<file path="src/rtl/trigger_capture_ctrl_if.sv">
// Bus between the ADC sample stream / config registers and the capture controller.
// The slave side is the controller; the master side drives samples and config.
interface trigger_capture_ctrl_if #(
  parameter int DATA_SIZE = 8,
  parameter int CNT_WIDTH = 10
);
  logic                 sample_valid_i;
  logic [DATA_SIZE-1:0] sample_data_i;
  logic                 arm_i;
  logic                 abort_i;
  logic [1:0]           mode_i;
  logic [DATA_SIZE-1:0] level_i;
  logic [DATA_SIZE-1:0] hyst_i;
  logic [CNT_WIDTH-1:0] pre_count_i;
  logic [CNT_WIDTH-1:0] post_count_i;
  logic                 fifo_empty_i;
  logic                 w_en_o;
  logic                 drop_o;
  logic [DATA_SIZE-1:0] data_o;
  logic                 trigger_o;
  logic                 busy_o;
  logic                 done_o;

  modport slave (
    input  sample_valid_i, sample_data_i, arm_i, abort_i, mode_i, level_i, hyst_i,
           pre_count_i, post_count_i, fifo_empty_i,
    output w_en_o, drop_o, data_o, trigger_o, busy_o, done_o
  );

  modport master (
    output sample_valid_i, sample_data_i, arm_i, abort_i, mode_i, level_i, hyst_i,
           pre_count_i, post_count_i, fifo_empty_i,
    input  w_en_o, drop_o, data_o, trigger_o, busy_o, done_o
  );
endinterface

</file>
<file path="src/rtl/trigger_capture_ctrl.sv">
// Trigger/capture controller: pre-trigger sliding window, edge/auto trigger with
// hysteresis, post-trigger length; all outputs registered.
module trigger_capture_ctrl #(
  parameter int DATA_SIZE = 8,
  parameter int CNT_WIDTH = 10
) (
  input  logic                   clk_i,
  input  logic                   rst_i,
  trigger_capture_ctrl_if.slave  bus
);
  typedef enum logic [2:0] {S_IDLE, S_FILL, S_ARMED, S_POST, S_DONE} state_e;

  localparam logic [CNT_WIDTH-1:0] CNT_ONE = CNT_WIDTH'(1);

  state_e               state_q, state_d;
  logic [1:0]           mode_q, mode_d;
  logic [DATA_SIZE-1:0] level_q, level_d, lo_q, lo_d, hi_q, hi_d;
  logic [CNT_WIDTH-1:0] pre_q, pre_d, post_q, post_d;
  logic [CNT_WIDTH-1:0] pre_cnt_q, pre_cnt_d, post_cnt_q, post_cnt_d;
  logic                 rise_ok_q, rise_ok_d, fall_ok_q, fall_ok_d;
  logic                 w_en_q, w_en_d, drop_q, drop_d, trig_q, trig_d;
  logic                 busy_q, busy_d, done_q, done_d;
  logic [DATA_SIZE-1:0] data_q, data_d;

  // Saturating thresholds, computed from the live inputs and latched on arm
  logic [DATA_SIZE:0]   hi_sum;
  logic [DATA_SIZE-1:0] lo_in, hi_in;
  assign hi_sum = {1'b0, bus.level_i} + {1'b0, bus.hyst_i};
  assign hi_in  = hi_sum[DATA_SIZE] ? '1 : hi_sum[DATA_SIZE-1:0];
  assign lo_in  = (bus.level_i > bus.hyst_i) ? (bus.level_i - bus.hyst_i) : '0;

  logic [DATA_SIZE-1:0] smp;
  logic                 arm_ok, rise_hit, fall_hit, trig_hit;
  assign smp      = bus.sample_data_i;
  assign arm_ok   = bus.arm_i && bus.fifo_empty_i && !bus.abort_i;
  // Flags are the registered ones, so the sample that sets a flag cannot fire
  assign rise_hit = rise_ok_q && (smp >= level_q);
  assign fall_hit = fall_ok_q && (smp <= level_q);

  always_comb begin
    trig_hit = 1'b0;
    unique case (mode_q)
      2'b00:   trig_hit = rise_hit;
      2'b01:   trig_hit = fall_hit;
      2'b10:   trig_hit = rise_hit || fall_hit;
      default: trig_hit = 1'b1;
    endcase
  end

  always_comb begin
    state_d    = state_q;
    mode_d     = mode_q;
    level_d    = level_q;
    lo_d       = lo_q;
    hi_d       = hi_q;
    pre_d      = pre_q;
    post_d     = post_q;
    pre_cnt_d  = pre_cnt_q;
    post_cnt_d = post_cnt_q;
    rise_ok_d  = rise_ok_q;
    fall_ok_d  = fall_ok_q;
    data_d     = data_q;
    w_en_d     = 1'b0;
    drop_d     = 1'b0;
    trig_d     = 1'b0;

    if ((state_q == S_FILL || state_q == S_ARMED) && bus.sample_valid_i && !bus.abort_i) begin
      if (smp < lo_q) rise_ok_d = 1'b1;
      if (smp > hi_q) fall_ok_d = 1'b1;
    end

    unique case (state_q)
      S_IDLE, S_DONE: begin
        if (arm_ok) begin
          mode_d     = bus.mode_i;
          level_d    = bus.level_i;
          lo_d       = lo_in;
          hi_d       = hi_in;
          pre_d      = bus.pre_count_i;
          post_d     = (bus.post_count_i == '0) ? CNT_ONE : bus.post_count_i;
          pre_cnt_d  = '0;
          post_cnt_d = '0;
          rise_ok_d  = 1'b0;
          fall_ok_d  = 1'b0;
          state_d    = (bus.pre_count_i == '0) ? S_ARMED : S_FILL;
        end
      end
      S_FILL: begin
        if (bus.abort_i) state_d = S_IDLE;
        else if (bus.sample_valid_i) begin
          w_en_d    = 1'b1;
          data_d    = smp;
          pre_cnt_d = pre_cnt_q + CNT_ONE;
          if (pre_cnt_d == pre_q) state_d = S_ARMED;
        end
      end
      S_ARMED: begin
        if (bus.abort_i) state_d = S_IDLE;
        else if (bus.sample_valid_i) begin
          data_d = smp;
          if (trig_hit) begin
            w_en_d     = 1'b1;
            trig_d     = 1'b1;
            post_cnt_d = CNT_ONE;
            state_d    = (post_q == CNT_ONE) ? S_DONE : S_POST;
          end else if (pre_q != '0) begin
            // Keep the pre-trigger window at pre_count entries
            w_en_d = 1'b1;
            drop_d = 1'b1;
          end
        end
      end
      S_POST: begin
        if (bus.abort_i) state_d = S_IDLE;
        else if (bus.sample_valid_i) begin
          w_en_d     = 1'b1;
          data_d     = smp;
          post_cnt_d = post_cnt_q + CNT_ONE;
          if (post_cnt_d == post_q) state_d = S_DONE;
        end
      end
      default: state_d = S_IDLE;
    endcase

    busy_d = (state_d == S_FILL) || (state_d == S_ARMED) || (state_d == S_POST);
    done_d = (state_d == S_DONE);
  end

  always_ff @(posedge clk_i) begin
    if (!rst_i) begin
      state_q    <= S_IDLE;
      mode_q     <= '0;
      level_q    <= '0;
      lo_q       <= '0;
      hi_q       <= '0;
      pre_q      <= '0;
      post_q     <= '0;
      pre_cnt_q  <= '0;
      post_cnt_q <= '0;
      rise_ok_q  <= 1'b0;
      fall_ok_q  <= 1'b0;
      data_q     <= '0;
      w_en_q     <= 1'b0;
      drop_q     <= 1'b0;
      trig_q     <= 1'b0;
      busy_q     <= 1'b0;
      done_q     <= 1'b0;
    end else begin
      state_q    <= state_d;
      mode_q     <= mode_d;
      level_q    <= level_d;
      lo_q       <= lo_d;
      hi_q       <= hi_d;
      pre_q      <= pre_d;
      post_q     <= post_d;
      pre_cnt_q  <= pre_cnt_d;
      post_cnt_q <= post_cnt_d;
      rise_ok_q  <= rise_ok_d;
      fall_ok_q  <= fall_ok_d;
      data_q     <= data_d;
      w_en_q     <= w_en_d;
      drop_q     <= drop_d;
      trig_q     <= trig_d;
      busy_q     <= busy_d;
      done_q     <= done_d;
    end
  end

  assign bus.w_en_o    = w_en_q;
  assign bus.drop_o    = drop_q;
  assign bus.data_o    = data_q;
  assign bus.trigger_o = trig_q;
  assign bus.busy_o    = busy_q;
  assign bus.done_o    = done_q;
endmodule

</file>
<file path="src/flat_wrapper.sv">
// flat-port wrapper written by rule: the top's interface ports become plain ports
module trigger_capture_ctrl_flat 
#(
  parameter int DATA_SIZE = 8,
  parameter int CNT_WIDTH = 10
)
  (clk_i, rst_i, bus_sample_valid_i, bus_sample_data_i, bus_arm_i, bus_abort_i, bus_mode_i, bus_level_i, bus_hyst_i, bus_pre_count_i, bus_post_count_i, bus_fifo_empty_i, bus_w_en_o, bus_drop_o, bus_data_o, bus_trigger_o, bus_busy_o, bus_done_o);
  trigger_capture_ctrl_if #(.DATA_SIZE(DATA_SIZE), .CNT_WIDTH(CNT_WIDTH)) bus_i ();
  input  logic clk_i;
  input  logic rst_i;
  input wire logic [$bits(bus_i.sample_valid_i)-1:0] bus_sample_valid_i;
  input wire logic [$bits(bus_i.sample_data_i)-1:0] bus_sample_data_i;
  input wire logic [$bits(bus_i.arm_i)-1:0] bus_arm_i;
  input wire logic [$bits(bus_i.abort_i)-1:0] bus_abort_i;
  input wire logic [$bits(bus_i.mode_i)-1:0] bus_mode_i;
  input wire logic [$bits(bus_i.level_i)-1:0] bus_level_i;
  input wire logic [$bits(bus_i.hyst_i)-1:0] bus_hyst_i;
  input wire logic [$bits(bus_i.pre_count_i)-1:0] bus_pre_count_i;
  input wire logic [$bits(bus_i.post_count_i)-1:0] bus_post_count_i;
  input wire logic [$bits(bus_i.fifo_empty_i)-1:0] bus_fifo_empty_i;
  output wire logic [$bits(bus_i.w_en_o)-1:0] bus_w_en_o;
  output wire logic [$bits(bus_i.drop_o)-1:0] bus_drop_o;
  output wire logic [$bits(bus_i.data_o)-1:0] bus_data_o;
  output wire logic [$bits(bus_i.trigger_o)-1:0] bus_trigger_o;
  output wire logic [$bits(bus_i.busy_o)-1:0] bus_busy_o;
  output wire logic [$bits(bus_i.done_o)-1:0] bus_done_o;
  assign bus_i.sample_valid_i = bus_sample_valid_i;
  assign bus_i.sample_data_i = bus_sample_data_i;
  assign bus_i.arm_i = bus_arm_i;
  assign bus_i.abort_i = bus_abort_i;
  assign bus_i.mode_i = bus_mode_i;
  assign bus_i.level_i = bus_level_i;
  assign bus_i.hyst_i = bus_hyst_i;
  assign bus_i.pre_count_i = bus_pre_count_i;
  assign bus_i.post_count_i = bus_post_count_i;
  assign bus_i.fifo_empty_i = bus_fifo_empty_i;
  assign bus_w_en_o = bus_i.w_en_o;
  assign bus_drop_o = bus_i.drop_o;
  assign bus_data_o = bus_i.data_o;
  assign bus_trigger_o = bus_i.trigger_o;
  assign bus_busy_o = bus_i.busy_o;
  assign bus_done_o = bus_i.done_o;
  trigger_capture_ctrl #(.DATA_SIZE(DATA_SIZE), .CNT_WIDTH(CNT_WIDTH)) u_core (.clk_i(clk_i), .rst_i(rst_i), .bus(bus_i));
endmodule
</file>
<file path="config.mk">
export PLATFORM = sky130hd
export DESIGN_NAME = trigger_capture_ctrl_flat
export DESIGN_NICKNAME = d
export VERILOG_FILES = /design/src/rtl/trigger_capture_ctrl_if.sv /design/src/rtl/trigger_capture_ctrl.sv /design/src/flat_wrapper.sv
export SDC_FILE = /design/constraint.sdc
export NUM_CORES = 1
export LEC_CHECK = 0
export CORE_MARGIN = 2
export CORE_UTILIZATION = 31
export DETAILED_ROUTE_END_ITERATION = 10
export PLACE_DENSITY_LB_ADDON = 0.1
export SLEW_MARGIN = 0
export SYNTH_ARGS = -nofsm -noshare
export SYNTH_HDL_FRONTEND = slang
export SYNTH_SLANG_ARGS = --single-unit
</file>
<file path="constraint.sdc">
create_clock -name clk_i -period 2.8 [get_ports clk_i]
set_clock_uncertainty 0.2 [all_clocks]
set_input_delay 0.56 -clock clk_i [delete_from_list [all_inputs] [get_ports clk_i]]
set_output_delay 0.56 -clock clk_i [all_outputs]
set_load 0.03 [all_outputs]
</file>
==> results of run 1 <==
[kinds of logic (layout without fill, tap and decap cells)]
logic type | Yosys count | after routing | synth area share
and+or+nand+nor | 218 | 218 | 0.2107
DFF | 84 | 84 | 0.3273
xor gates and xnor gates | 39 | 39 | 0.06649
muxes | 12 | 12 | 0.02387
buffers and inverters | 74 | 183 | 0.05455
AOI/OAI and AO/OA | 156 | 156 | 0.2095
adders and majority gates | 43 | 43 | 0.1076
[tightest hold or removal path: cells and delay by family, from the launching register on]
family             cells  cell delay (ns)
and+or+nand+nor        1             0.05
DFF                    1             0.33
AOI/OAI and AO/OA      1             0.06
[power by group through the flow]
stage / clock (W) / combinational (W) / sequential [W]
after floorplan: 0 / 0.000262 / 0.00127
after global placement: 0 / 0.000482 / 0.00127
after detailed placement: 0 / 0.000486 / 0.00127
after CTS: 0.00123 / 0.000495 / 0.00125
after global routing: 0.00126 / 0.000567 / 0.00125
final: 0.00118 / 0.000506 / 0.00125
[through the flow]
step                      worst slack, ns  instance area [sq um]  total power, W
final                              0.1136                   6770        0.002937
after global routing             -0.04193                   6770        0.003079
after CTS                         0.01265                   6688        0.002967
after detailed placement          -0.4264                   6372        0.001758
after global placement            -0.3906                   6372        0.001754
after floorplan                    0.1384                   5137        0.001528
[layer usage]
| metal | up-vias | routed length (microns) |
|---|---|---|
| met2 | 76 | 6565 |
| met1 | 2184 | 6513 |
| met3 | 20 | 388 |
| met4 | 0 | 359 |
| met5 | - | 0 |
| li1 | 2406 | - |
[sequential cells by signal, indices dropped and copies added, names as in the netlist]
register / cells
u_core.bus.data_o: 8
u_core.rise_ok_q: 1
u_core.hi_q: 8
u_core.bus.trigger_o: 1
u_core.post_cnt_q: 10
u_core.lo_q: 8
u_core.bus.w_en_o: 1
u_core.bus.drop_o: 1
u_core.fall_ok_q: 1
u_core.bus.done_o: 1
u_core.post_q: 10
u_core.pre_q: 10
u_core.level_q: 8
u_core.pre_cnt_q: 10
u_core.bus.busy_o: 1
u_core.state_q: 3
u_core.mode_q: 2
[cell type report]
type,count,share of cell area
clock inverter,2,0.005175
timing repair buffer,120,0.1613
clock buffer,12,0.03789
multi-input combinational,468,0.4794
tap,220,0.04066
inverter,49,0.02717
sequential,84,0.2484
[what timing repair did]
| action | in CTS | in global routing |
|---|---|---|
| gates resized for setup | 3 | 21 |
| endpoints found under the setup margin | 8 | 31 |
| pin swaps | 3 | 16 |
| buffers inserted | 2 | 2 |
[worst max-delay path by stage]
stage | startpoint | endpoint | slack (ns) | depth (start not counted)
2_1_floorplan | bus_level_i[0] | u_core.lo_q[0] | 0.14 | 11
3_3_place_gp | bus_hyst_i[0] | u_core.lo_q[6] | -0.39 | 11
3_5_place_dp | bus_hyst_i[0] | u_core.lo_q[7] | -0.43 | 11
4_1_cts | bus_hyst_i[0] | u_core.lo_q[7] | 0.01 | 11
5_1_grt | bus_level_i[1] | u_core.hi_q[5] | -0.04 | 11
6_report | bus_hyst_i[1] | u_core.lo_q[4] | 0.11 | 10
[layout by cell type, fill, tap and decap left out, drive strengths merged, types with 6 or more instances in the layout]
master / n
a21boi: 31
a21oi: 27
a22o: 11
a31oi: 6
and3: 7
buf: 57
clkbuf: 12
clkdlybuf4s50: 60
dfxtp: 84
ha: 41
inv: 49
mux2i: 10
nand2: 76
nand2b: 6
nand3: 28
nand4: 10
nor2: 34
nor2b: 19
nor3: 13
nor4: 11
o21a: 11
o21ai: 34
o221a: 9
xnor2: 24
xor2: 15
==> out/results.txt, run 1 <==
Syn. warnings -> 0
Avg WL per Cell -> 14.48 microns
reg-to-reg setup timing slack -> 0.31 ns
crit path max fanout -> 8
kind of critical path -> input port to flip-flop
post-synthesis sequential area ratio -> 0.3273
most instantiated cells after synthesis -> dfxtp_1, nand2_1, inv_1
final hold violations -> 0
Int Power -> 0.002215 W
CP arrival -> 2.72 ns
share of layout cells above drive strength 1 -> 0.1442
final hold slack -> 0.2620 ns
Crit path max-delay family -> compound AO/OA/AOI/OAI gates
Max Fclk -> 0.3722 GHz
Slowest cell on crit path -> clkdlybuf4s50_1
GRT busiest layer -> met2
core box area -> 16410 sq um
Total GRT Usage -> 0.1611
vias in the first global route -> 4579
Detailed Routing Iterations Pass 1 -> 4
Setup crit start kind -> input port
Crit path top cell by count -> a21oi_2
largest area contributor in the netlist -> dfxtp_1
Static Leak -> 2.609 nW
Critical Path RT -> 2.83 ns
crit-path cells -> clkdlybuf4s50_1 > inv_2 > fa_2 > a21o_1 > a21oi_2 > o21bai_1 > a21oi_2 > nor2_1 > o31a_1 > a22o_1
Worst Setup End Kind -> flip-flop
Starting Density -> 0.3131
Max Cap Viol -> 0
Multi-input gate area -> 3246 sq um
setup TNS -> 0 ns
main area contributors after synthesis -> dfxtp_1, ha_1, nand2_1
DP HPWL -> 10820 microns
Slew Viols, Final -> 0
Largest stage delay, worst path -> 0.50 ns
Area growth, synth to finish -> 31.78%
Post-synth top flop -> dfxtp_1
count leader, synth -> dfxtp_1
Post-Synthesis Cell Area -> 5137 sq um
Reg power frac -> 0.424
WHS Endpoint -> u_core.rise_ok_q
Reg clk slew, reported paths -> 0.06 ns
H-tree Lvls -> 3
Die Ht -> 132.7 microns
Num CTS Buffers -> 9
Vias -> 4686
GR Util met3 -> 0.02414
GR Overflow Total -> 0
Synth top area share -> 0.3273
FF+latch count, synth -> 84
Net Sw Frac -> 0.2460
Die W -> 132.7 microns
post-route ant nets -> 0
register area -> 1682 sq um
clock root cell -> clkbuf_16
utilization after layout -> 0.4126
global-route wire length before repair -> 22730 microns
Period minus WS final -> 2.686 ns
setup violators final -> 0
TritonCTS clock tree -> built
CTS max path bufs -> 2
status -> complete, no violations
DRT iter0 DRCs -> 296
routability cong. -> 0.8423
hold crit path type -> flip-flop to flip-flop
WP buf/inv -> 2
initial antenna violation count -> 0
Max IR drop VDD -> 0.2688 mV
post-synthesis async set-or-reset flop share -> 0
Port Buffer Count -> 64
number of hold buffers added after cts -> 0
Cells after DPL -> 937
Num Clock Sinks -> 84
Net Sw Power -> 0.0007226 W
Via-to-Cell Ratio -> 4.907
Worst-Margin Slew -> 0.5993 ns
Post-Layout Cell Count -> 955
Gate power share -> 0.172
slew margin rel. -> 0.6004
fill count -> 1683
Synth cell types -> 54
final WL -> 13830 microns
syn avg cell area -> 8.207 sq um
r2r startpoint -> u_core.post_cnt_q[1]
clock latency on the worst-skew pair -> 0.34 ns
worst hold start -> u_core.rise_ok_q
Mapped Cells -> 626
ANT cells -> 0
nets -> 827
Clock power frac -> 0.403
GR Util met2 -> 0.2717
DRC -> 0
worst r2r path cells -> 8
num rows -> 47
Cell Pwr Density -> 433.8 nW/um^2
met1 Usage GRT -> 0.2010
number of synthesized flops with an enable pin -> 0
syn nets -> 721
Hold Path Cell Cnt -> 2
Worst R2R End -> u_core.bus.busy_o
largest net degree at the start of global routing -> 41
part of the cycle the worst path needs -> 0.9594
IO Count -> 65
DIE AREA -> 17620 sq um
(Power assumes the default switching activity.)
==> run 2, diff against run 1 <==
--- a/config.mk
+++ b/config.mk
@@ -7,6 +7,7 @@
 export LEC_CHECK = 0
 export CORE_MARGIN = 2
 export CORE_UTILIZATION = 31
+export CTS_CLUSTER_SIZE = 40
 export DETAILED_ROUTE_END_ITERATION = 10
 export PLACE_DENSITY_LB_ADDON = 0.1
 export SLEW_MARGIN = 0
==> constraint.sdc (replaced) <==
create_clock -name clk_i -period 2.7 [get_ports clk_i]
set_clock_uncertainty 0.2 [all_clocks]
set_input_delay 0.27 -clock clk_i [delete_from_list [all_inputs] [get_ports clk_i]]
set_output_delay 0.27 -clock clk_i [all_outputs]
set_load 0.03 [all_outputs]
==> out/results.txt, run 2 (same netlist as run 1, synthesis figures left out) <==
status -> complete, no violations
setup violators final -> 0
Max Fclk -> 0.3974 GHz
register area -> 1682 sq um
final hold slack -> 0.2380 ns
Num Clock Sinks -> 84
routability cong. -> 0.8253
clock root cell -> clkbuf_16
TritonCTS clock tree -> built
GRT busiest layer -> met2
initial antenna violation count -> 0
slew margin rel. -> 0.6195
Worst Setup End Kind -> flip-flop
pre-CTS setup slack -> -0.2631 ns
kind of critical path -> input port to flip-flop
final hold violations -> 0
WP buf/inv -> 2
H-tree Lvls -> 3
DRT iter0 DRCs -> 171
Worst-Margin Slew -> 0.5707 ns
Final WS setup -> 0.1838 ns
Slowest cell on crit path -> clkdlybuf4s50_1
Multi-input gate area -> 3193 sq um
global-route wire length before repair -> 22610 microns
Slew Viols, Final -> 0
Detailed Routing Iterations Pass 1 -> 4
fill count -> 1634
most common cell after layout, fill and taps aside -> dfxtp_1
Area growth, synth to finish -> 28.93%
crit-path cells -> clkdlybuf4s50_1 > ha_2 > inv_1 > fa_2 > a21o_1 > a21oi_2 > o21bai_1 > a21oi_2 > nor2_1 > o31a_1 > a22o_1
DRC -> 0
setup TNS -> 0 ns
DIE AREA -> 17620 sq um
Avg WL per Cell -> 14.55 microns
Port Buffer Count -> 64
part of the cycle the worst path needs -> 0.9319
Period minus WS final -> 2.516 ns
Total GRT Usage -> 0.1603
Via-to-Cell Ratio -> 4.832
nets -> 814
Static Leak -> 2.519 nW
GR Overflow Total -> 0
commonest non-fill, non-tap cells in the layout -> dfxtp_1, nand2_1, clkdlybuf4s50_1, inv_1, buf_4
Cell Pwr Density -> 466.8 nW/um^2
final WL -> 13710 microns
GR Util met2 -> 0.2686
Max IR drop VDD -> 0.2435 mV
share of layout cells above drive strength 1 -> 0.1108
RSZ-0062 raised after global routing -> no
Crit path max-delay family -> compound AO/OA/AOI/OAI gates
Die Ht -> 132.7 microns
Post-Layout Cell Count -> 942
CTS max path bufs -> 2
crit path max fanout -> 8
Vias -> 4552
Largest stage delay, worst path -> 0.49 ns
vias in the first global route -> 4442
GR Util met3 -> 0.01916
DP HPWL -> 10820 microns
CP arrival -> 2.55 ns
Crit path top cell by count -> a21oi_2
met1 Usage GRT -> 0.2093
largest net degree at the start of global routing -> 56
Reg clk slew, reported paths -> 0.06 ns
Setup crit start kind -> input port
Max Cap Viol -> 0
Die W -> 132.7 microns
IO Count -> 65
Cells after DPL -> 928
ANT cells -> 0
clock latency on the worst-skew pair -> 0.34 ns
Starting Density -> 0.3131
core box area -> 16410 sq um
Critical Path RT -> 2.73 ns
post-route ant nets -> 0
Num CTS Buffers -> 9
hold crit path type -> input port to flip-flop
num rows -> 47
==> run 2: cell count changes in the layout (fill, tap and decap cells not counted), sizes merged <==
cell,delta
dlymetal6s2s,-3
buf,-13
clkinv,-1
clkdlybuf4s50,+3
bufinv,+1
==> run 2: layout make-up <==
cell class | instances | share of cell area
timing repair buffer | 107 | 0.1485
inverter | 49 | 0.02777
clock buffer | 12 | 0.03721
sequential | 84 | 0.2539
clock inverter | 2 | 0.009067
tap | 220 | 0.04156
multi-input combinational | 468 | 0.4821
==> run 2: final timing paths <==
check	end	slack [ns]	startpoint	cells past startpoint
setup / recovery	u_core.lo_q[5]	0.18	bus_hyst_i[0]	11
hold reg to reg	u_core.fall_ok_q	0.26	u_core.fall_ok_q	1
hold / removal	u_core.level_q[5]	0.24	rst_i	2
setup reg to reg	u_core.state_q[0]	0.27	u_core.pre_cnt_q[6]	7
==> run 2: metal layers <==
metal,part of all wire,vias to the layer above
li1,-,2373
met1,0.48,2096
met2,0.48,68
met3,0.023,15
met4,0.019,0
met5,0,-
==> run 2: metrics by stage <==
step	area, sq um	utilization	power (W)
2_1_floorplan	5137	-	0.001584
3_3_place_gp	6305	0.3843	0.001808
3_5_place_dp	6305	0.3843	0.001814
4_1_cts	6611	0.4030	0.003133
5_1_grt	6624	0.4037	0.003230
6_report	6624	0.4037	0.003092
==> run 2: report_power, final <==
part	internal, W	leakage, nW	switching (W)	total (W)
combinational	0.000253	1.69	0.000242	0.000495
sequential	0.00127	0.680	0.0000248	0.00129
clock	0.000826	0.149	0.000479	0.00131
==> run 2: worst register-to-register path, delay by kind of cell, from the launching register on <==
kind,cells,cell delay [ns]
simple gates,5,1.40
flops,1,0.42
compound gates,2,0.30
==> run 2: what timing repair did <==
action                                  CTS  global route
hold buffers                              0             0
setup buffers                             0             0
endpoints found under the setup margin    0             8
resized for setup                         0             4
